===== config.mk =====
export PLATFORM = sky130hd
export DESIGN_NAME = lcd_fb_reader
export DESIGN_NICKNAME = d
export VERILOG_FILES = /design/src/rtl/lcd_fb_reader.sv
export SDC_FILE = /design/constraint.sdc
export NUM_CORES = 1
export LEC_CHECK = 0
export BUFFER_PORTS_ARGS = -buffer_cell sky130_fd_sc_hd__buf_2
export CAP_MARGIN = 5
export CORE_AREA = 5 5 101 103
export DETAILED_ROUTE_END_ITERATION = 7
export DIE_AREA = 0 0 106 108
export SLEW_MARGIN = 40
export SYNTH_ARGS = -nofsm -noshare
export SYNTH_HDL_FRONTEND = slang
export SYNTH_SLANG_ARGS = --single-unit

===== constraint.sdc =====
create_clock -name iClk -period 2.6 [get_ports iClk]
set_input_delay 0.13 -clock iClk [delete_from_list [all_inputs] [get_ports iClk]]
set_output_delay 0.13 -clock iClk [all_outputs]
set_load 0.03 [all_outputs]

===== src/rtl/lcd_fb_reader.sv =====
// lcd_fb_reader: scans a framebuffer in raster order and drives an RGB888
// parallel LCD (DE + active-low HSYNC/VSYNC). Reads are issued one pixel tick
// ahead of the registered video outputs so the returned RGB565 word and the
// delayed timing leave the block on the same tick.
module lcd_fb_reader #(
    parameter int H_ACTIVE = 480,
    parameter int H_FP     = 2,
    parameter int H_SYNC   = 41,
    parameter int H_BP     = 2,
    parameter int V_ACTIVE = 272,
    parameter int V_FP     = 2,
    parameter int V_SYNC   = 10,
    parameter int V_BP     = 2
) (
    input  logic        iClk,
    input  logic        iRst_n,
    input  logic        i_Clk_en,
    input  logic        i_run,
    output logic [16:0] o_rd_addr,
    output logic        o_rd_en,
    input  logic [15:0] i_rd_data,
    output logic [23:0] o_rgb888,
    output logic        o_de,
    output logic        o_hsync,
    output logic        o_vsync,
    output logic        o_frame_start
);

    localparam int H_TOTAL = H_ACTIVE + H_FP + H_SYNC + H_BP;
    localparam int V_TOTAL = V_ACTIVE + V_FP + V_SYNC + V_BP;

    // Sized copies of the timing points so counter compares stay width-exact.
    localparam logic [9:0] H_ACT_C      = 10'(H_ACTIVE);
    localparam logic [9:0] H_ACT_LAST_C = 10'(H_ACTIVE - 1);
    localparam logic [9:0] H_LAST_C     = 10'(H_TOTAL - 1);
    localparam logic [9:0] HS_BEG_C     = 10'(H_ACTIVE + H_FP);
    localparam logic [9:0] HS_END_C     = 10'(H_ACTIVE + H_FP + H_SYNC - 1);
    localparam logic [8:0] V_ACT_C      = 9'(V_ACTIVE);
    localparam logic [8:0] V_ACT_LAST_C = 9'(V_ACTIVE - 1);
    localparam logic [8:0] V_LAST_C     = 9'(V_TOTAL - 1);
    localparam logic [8:0] VS_BEG_C     = 9'(V_ACTIVE + V_FP);
    localparam logic [8:0] VS_END_C     = 9'(V_ACTIVE + V_FP + V_SYNC - 1);

    localparam logic [0:0] ST_IDLE = 1'b0;
    localparam logic [0:0] ST_RUN  = 1'b1;

    logic [0:0]  state_q, state_d;
    logic [9:0]  h_cnt_q, h_cnt_d;
    logic [8:0]  v_cnt_q, v_cnt_d;
    logic [16:0] addr_q, addr_d;

    logic        de_q, hsync_q, vsync_q, fstart_q;
    logic [23:0] rgb_q;

    logic        running;
    logic        active_raw;
    logic        hsync_raw;
    logic        vsync_raw;
    logic        fstart_raw;
    logic        last_active;
    logic [23:0] rgb_expand;

    // Raw (undelayed) timing decoded from the scan position.
    always_comb begin
        running     = (state_q == ST_RUN);
        active_raw  = running && (h_cnt_q < H_ACT_C) && (v_cnt_q < V_ACT_C);
        hsync_raw   = ~(running && (h_cnt_q >= HS_BEG_C) && (h_cnt_q <= HS_END_C));
        vsync_raw   = ~(running && (v_cnt_q >= VS_BEG_C) && (v_cnt_q <= VS_END_C));
        fstart_raw  = active_raw && (h_cnt_q == 10'd0) && (v_cnt_q == 9'd0);
        last_active = (h_cnt_q == H_ACT_LAST_C) && (v_cnt_q == V_ACT_LAST_C);
        // Replicate the top bits into the low bits so full-scale 565 maps to 0xFF.
        rgb_expand  = {i_rd_data[15:11], i_rd_data[15:13],
                       i_rd_data[10:5],  i_rd_data[10:9],
                       i_rd_data[4:0],   i_rd_data[4:2]};
    end

    // Next-state for the run FSM, scan counters and the running read address.
    // A dropped i_run is only honoured on the very last tick of a frame.
    always_comb begin
        state_d = state_q;
        h_cnt_d = h_cnt_q;
        v_cnt_d = v_cnt_q;
        addr_d  = addr_q;
        if (i_Clk_en) begin
            if (state_q == ST_IDLE) begin
                h_cnt_d = '0;
                v_cnt_d = '0;
                addr_d  = '0;
                if (i_run) begin
                    state_d = ST_RUN;
                end
            end else begin
                if (active_raw) begin
                    addr_d = last_active ? 17'd0 : addr_q + 17'd1;
                end
                if (h_cnt_q == H_LAST_C) begin
                    h_cnt_d = '0;
                    if (v_cnt_q == V_LAST_C) begin
                        v_cnt_d = '0;
                        addr_d  = '0;
                        if (!i_run) begin
                            state_d = ST_IDLE;
                        end
                    end else begin
                        v_cnt_d = v_cnt_q + 9'd1;
                    end
                end else begin
                    h_cnt_d = h_cnt_q + 10'd1;
                end
            end
        end
    end

    // State, counter and address registers.
    always_ff @(posedge iClk or negedge iRst_n) begin
        if (!iRst_n) begin
            state_q <= ST_IDLE;
            h_cnt_q <= '0;
            v_cnt_q <= '0;
            addr_q  <= '0;
        end else begin
            state_q <= state_d;
            h_cnt_q <= h_cnt_d;
            v_cnt_q <= v_cnt_d;
            addr_q  <= addr_d;
        end
    end

    // Video outputs delayed one pixel tick; the pixel word is captured on the
    // same edge as DE so colour and timing stay aligned on the LCD bus.
    always_ff @(posedge iClk or negedge iRst_n) begin
        if (!iRst_n) begin
            de_q     <= 1'b0;
            hsync_q  <= 1'b1;
            vsync_q  <= 1'b1;
            fstart_q <= 1'b0;
            rgb_q    <= 24'h000000;
        end else if (i_Clk_en) begin
            de_q     <= active_raw;
            hsync_q  <= hsync_raw;
            vsync_q  <= vsync_raw;
            fstart_q <= fstart_raw;
            rgb_q    <= active_raw ? rgb_expand : 24'h000000;
        end
    end

    assign o_rd_en       = active_raw && i_Clk_en;
    assign o_rd_addr     = addr_q;
    assign o_de          = de_q;
    assign o_hsync       = hsync_q;
    assign o_vsync       = vsync_q;
    assign o_frame_start = fstart_q;
    assign o_rgb888      = rgb_q;

endmodule


* Word-level counts from Yosys, hierarchy flattened *
Cells that the tools add are included.

operators by class
  reductions and logical operators = 13
  $add $sub $neg = 3
  $lt $le $gt $ge = 6
  bitwise gates (word level) = 2
  shifts and indexed selects = 0
  div/mod/pow operators = 0
  equality and inequality tests = 5
  multiply operators = 0
  mux-type cells = 15

operators by type and width
  kind                                                                 count
  two-way mux 17 bit                                                   5
  two-way mux 9 bit                                                    3
  two-way mux 24 bit                                                   1
  two-way mux 10 bit                                                   2
  equality test 9 bit (second input constant)                          2
  adder 17 x 1 -> 17 bit (second input constant)                       1
  adder 10 x 1 -> 10 bit (second input constant)                       1
  equality test 10 bit (second input constant)                         1
  equality test 10 x 9 -> 1 bit (second input constant)                1
  greater-or-equal comparator 10 x 9 -> 1 bit (second input constant)  1
  less-or-equal comparator 10 bit (second input constant)              1
  logical AND 1 bit                                                    10
  logical NOT 10 bit                                                   1
  less-than comparator 10 x 9 -> 1 bit (second input constant)         1
  adder 9 x 1 -> 9 bit (second input constant)                         1
  greater-or-equal comparator 9 bit (second input constant)            1
  less-or-equal comparator 9 bit (second input constant)               1
  logical NOT 9 bit                                                    1
  less-than comparator 9 bit (second input constant)                   1
  two-way mux 1 bit                                                    4
  inequality test 2 x 1 -> 1 bit (second input constant)               1
  inverter 1 bit                                                       2
  AND reduction 2 bit                                                  1

word-level totals
  bits in writable memories = 0
  register bits after elaboration = 65
  memories kept = 0
  bits in read-only memories = 0
  output and inout port bits = 46
  bits in latches = 0

* Logic depth before layout (Yosys ltp) *
  word-level depth = 7
  gate-level depth with buffers = 8
  gate-level depth less buffers = 7

* Worst setup path after synthesis *
OpenSTA, ideal clock, no wires.

  path type = reg2reg
  start = register v_cnt_q[6]
  end = register addr_q[1], in the netlist o_rd_addr[1]
  path buffers = 2
  data required time = 2.531 ns
  path slack = 0.370 ns
  cell stages (with the launch flop) = 7
  period minus slack after synthesis = 2.230 ns
  data arrival time = 2.161 ns
  path through = dfrtp_1 buf_2 o41ai_1 nand3_1 clkbuf_1 nor2_1 a32o_1

between the ends
  longest elaborated chain between the ends = 7
  elaborated cells between the ends (all ways) = 10

ends and longest elaborated chain
  what                                                                line  RTL
  from (decl)                                                         49    logic [8:0] v_cnt_q, v_cnt_d;
  from (signal assigned)                                              124   v_cnt_q <= v_cnt_d;
  branches (longest 5 deep; another with less-than comparator 9 bit)  --
  two-way mux 17 bit (*)                                              96    if (h_cnt_q == H_LAST_C) begin
  two-way mux 17 bit (*)                                              85    if (state_q == ST_IDLE) begin
  to (signal assigned)                                                125   addr_q <= addr_d;
  to (decl)                                                           50    logic [16:0] addr_q, addr_d;

Every way passes the cells marked *.
A chain may end at the register's enable or synchronous reset.

* Worst setup path in the final report *
  start = register v_cnt_q[6]
  end = output port o_rd_en

between the ends
  longest elaborated chain between the ends = 3

ends and longest elaborated chain
  what                        line  RTL
  less-than comparator 9 bit  66    active_raw = running && (h_cnt_q < H_ACT_C) && (v_cnt_q < V_ACT_C);
  logical AND 1 bit           66
  logical AND 1 bit           147   assign o_rd_en = active_raw && i_Clk_en;
  to (decl)                   20    output logic o_rd_en,

No other way between the ends.

==> out/metrics.cfg <==
[run_status]
outcome = finished clean

[yosys]
syn_nets = 365
synthFlopType = dfrtp_1
netlist_top_cells_count = 55 x dfrtp_1, 30 x nand2_1, 27 x nor2_1
synth-edff-count = 0
yosysUniqueCellTypes = 48
syn_area_um2 = 3156
yosysMostFrequentCell = dfrtp_1
synthCells = 339
ys_seq_area_frac = 0.4528
syn_avg_cell_area_um2 = 9.308
synthTopCellsByArea = dfrtp_1 44%, o2bb2ai_1 4.7%, o31ai_1 3.8%
synth_top_area_share = 0.4362
async_flop_share = 1.000
synth_warnings = 0
yosys.area.top_type = dfrtp_1
yosys_register_bits = 57

[pwr]
p_seq_frac = 0.452
p_leak_nw = 1.707
p_per_area_nw_per_um2 = 700.7
p_clk_frac = 0.295
p_total_mw = 2.629
p_sw_frac = 0.3578
p_sw_mw = 0.9406
intPower_mw = 1.688
ir_worst_vdd_mv = 0.2723
comb_power_share = 0.253

[timing]
rsz0062_at_grt = false
fin_crit_sh = 0.9130
timing.hold.ws_ns = 0.02294
setup-tns-final_ns = 0
hold_violations = 0
setup_viol = 0
slew_violations = 0
tightest_slew_ns = 0.5837
layout_min_cycle_time_ns = 2.374
fmax_mhz = 421.3
relSlewSlack = 0.6105
fin_skew_ns = 0.008034

[clock_tree]
clk_pin_slew_worst_paths_ns = 0.07
cts_made_buffers = 9
cts_tree = done
clk_latency_ns = 0.33
ctsRootBufferMaster = clkbuf_8
clock-sinks = 57
htreeDepth = 3
clock_path_buffers = 2

[drt]
routed_via_density = 5.564
route.detailed.drc = 0
firstDrtPassIters = 4
drt.antenna.violating_nets = 0
wl_per_cell_um = 15.53
drtIter0Drc = 117
drt-total-wl_mm = 7.981
vias = 2860

[layout]
antenna_cells = 0
area_growth_pct = 18.87
nFillCells = 938
drive_above_1_share = 0.2556
fin_nets = 425

[die]
row_count = 35
die_area_um2 = 11450
dieWidth_um = 106
core-area_um2 = 9109
die_h_um = 108
start_util = 0.3464
io_pins = 66

[global_routing]
grt_pass1_vias = 2748
grt_overflow = 0
grt_max_degree = 38
grt_pass1_wl_mm = 13.62
antenna_found_initial = 0
grt_usage = 0.1479

[critical_path]
cp_data_arrival_time_ns = 2.24
path_cells = o41ai_1, buf_4, nand3_1, nor2_2, buf_2
end_kind = primary output
worst_ep_required_time_ns = 2.47
path_class = reg -> out
max_stage_delay_ns = 0.46
crit_path_start_kind = flop
slowest_stage = dfrtp_1
crit_path_max_fanout = 11

[placement]
place_congestion = 0.8814
port-buffer-count = 65
dpl.hpwl_mm = 5.765

[flow_run]
cap_violations = 0

[worst_hold_path]
hold_class = in -> reg

## what timing repair did
action	CTS	global route
buffers inserted	0	0
setup endpoints to repair	0	1
resized for setup	0	1
hold endpoints to repair	20	0
hold buffers	1	0
## placed cells by master (no fill, tap or decap), types with 5 or more instances in the layout
cell type	count
nor4_1	9
o31ai_1	16
nand2_1	30
inv_1	13
nand3_1	18
o2bb2ai_1	17
buf_2	65
nor3_1	18
nand4_1	12
a221o_1	5
xor2_1	6
clkbuf_8	9
a22o_1	6
buf_4	15
o21ai_0	18
nor2_1	26
a31oi_1	5
dfrtp_1	55
ha_1	6
## power by group through the flow
stage               Combinational, mW  Sequential (mW)  Clock [mW]
detailed placement              0.669             1.20           0
finish                          0.666             1.19       0.775
global route                    0.744             1.21       0.841
CTS                             0.675             1.18       0.801
floorplan                       0.398             1.27           0
global placement                0.658             1.20           0
## area by class of cell
class / count / area [um^2] / share of cell area
clock inverters: 4 / 45.04 / 0.01201
flip-flops and latches: 57 / 1429 / 0.3809
inverters: 13 / 48.80 / 0.01301
well taps: 111 / 138.9 / 0.03702
repair buffers: 81 / 447.9 / 0.1194
multi-input cells: 237 / 1510 / 0.4026
clock buffers: 11 / 131.4 / 0.03502
## registers in the layout, summed over array words and instances (netlist names)
signal	flops
o_rgb888	16
o_vsync	1
o_frame_start	1
running	1
o_hsync	1
o_rd_addr	17
h_cnt_q	10
v_cnt_q	9
o_de	1
## per-stage QoR
stage,instances,utilization,setup slack (ns),cell area (um^2)
after global routing,514,0.4118,0.06241,3751
after CTS,514,0.4115,0.09956,3749
after detailed placement,498,0.3911,0.3084,3562
after global placement,498,0.3911,0.3111,3562
after floorplan,339,-,0.3704,3156
final,514,0.4118,0.2263,3751
## worst max-delay path: cells and delay by family, from the launching register on
kind	cells	cell delay [ns]
buf+inv	2	0.43
simple gates	2	0.61
flops	1	0.46
compound gates	1	0.40
## path summary, 6_finish.rpt
kind	startpoint	to	slack (ns)	depth (start not counted)
setup / recovery	v_cnt_q[6]$_DFFE_PN0P_	o_rd_en	0.23	5
hold / removal	i_rd_data[0]	o_rgb888[3]$_DFFE_PN0P_	0.02	3
setup reg to reg	h_cnt_q[4]$_DFFE_PN0P_	o_rd_addr[13]$_DFFE_PN0P_	0.29	6
hold reg to reg	o_rgb888[12]$_DFFE_PN0P_	o_rgb888[12]$_DFFE_PN0P_	0.49	1
max in group asynchronous	iRst_n	o_vsync$_DFFE_PN1P_	1.38	3
min in group asynchronous	iRst_n	o_rd_addr[16]$_DFFE_PN0P_	0.31	2
## per-layer routing
layer	track usage	vias up	part of all wire
met5	0	-	0
met4	0.06198	0	0.0088
li1	-	1374	-
met2	0.2418	61	0.49
met1	0.1931	1421	0.46
met3	0.02746	4	0.041
## kinds of logic after synthesis
group / after synthesis / synth area share
muxes: 1 / 0.003568
adders and majority gates: 6 / 0.02379
and+or+nand+nor: 138 / 0.2248
buffers and inverters: 45 / 0.06939
xor gates and xnor gates: 8 / 0.02221
DFF: 57 / 0.4528
AOI/OAI and AO/OA: 84 / 0.2034
No activity file was read; power rests on OpenSTA's default activity.
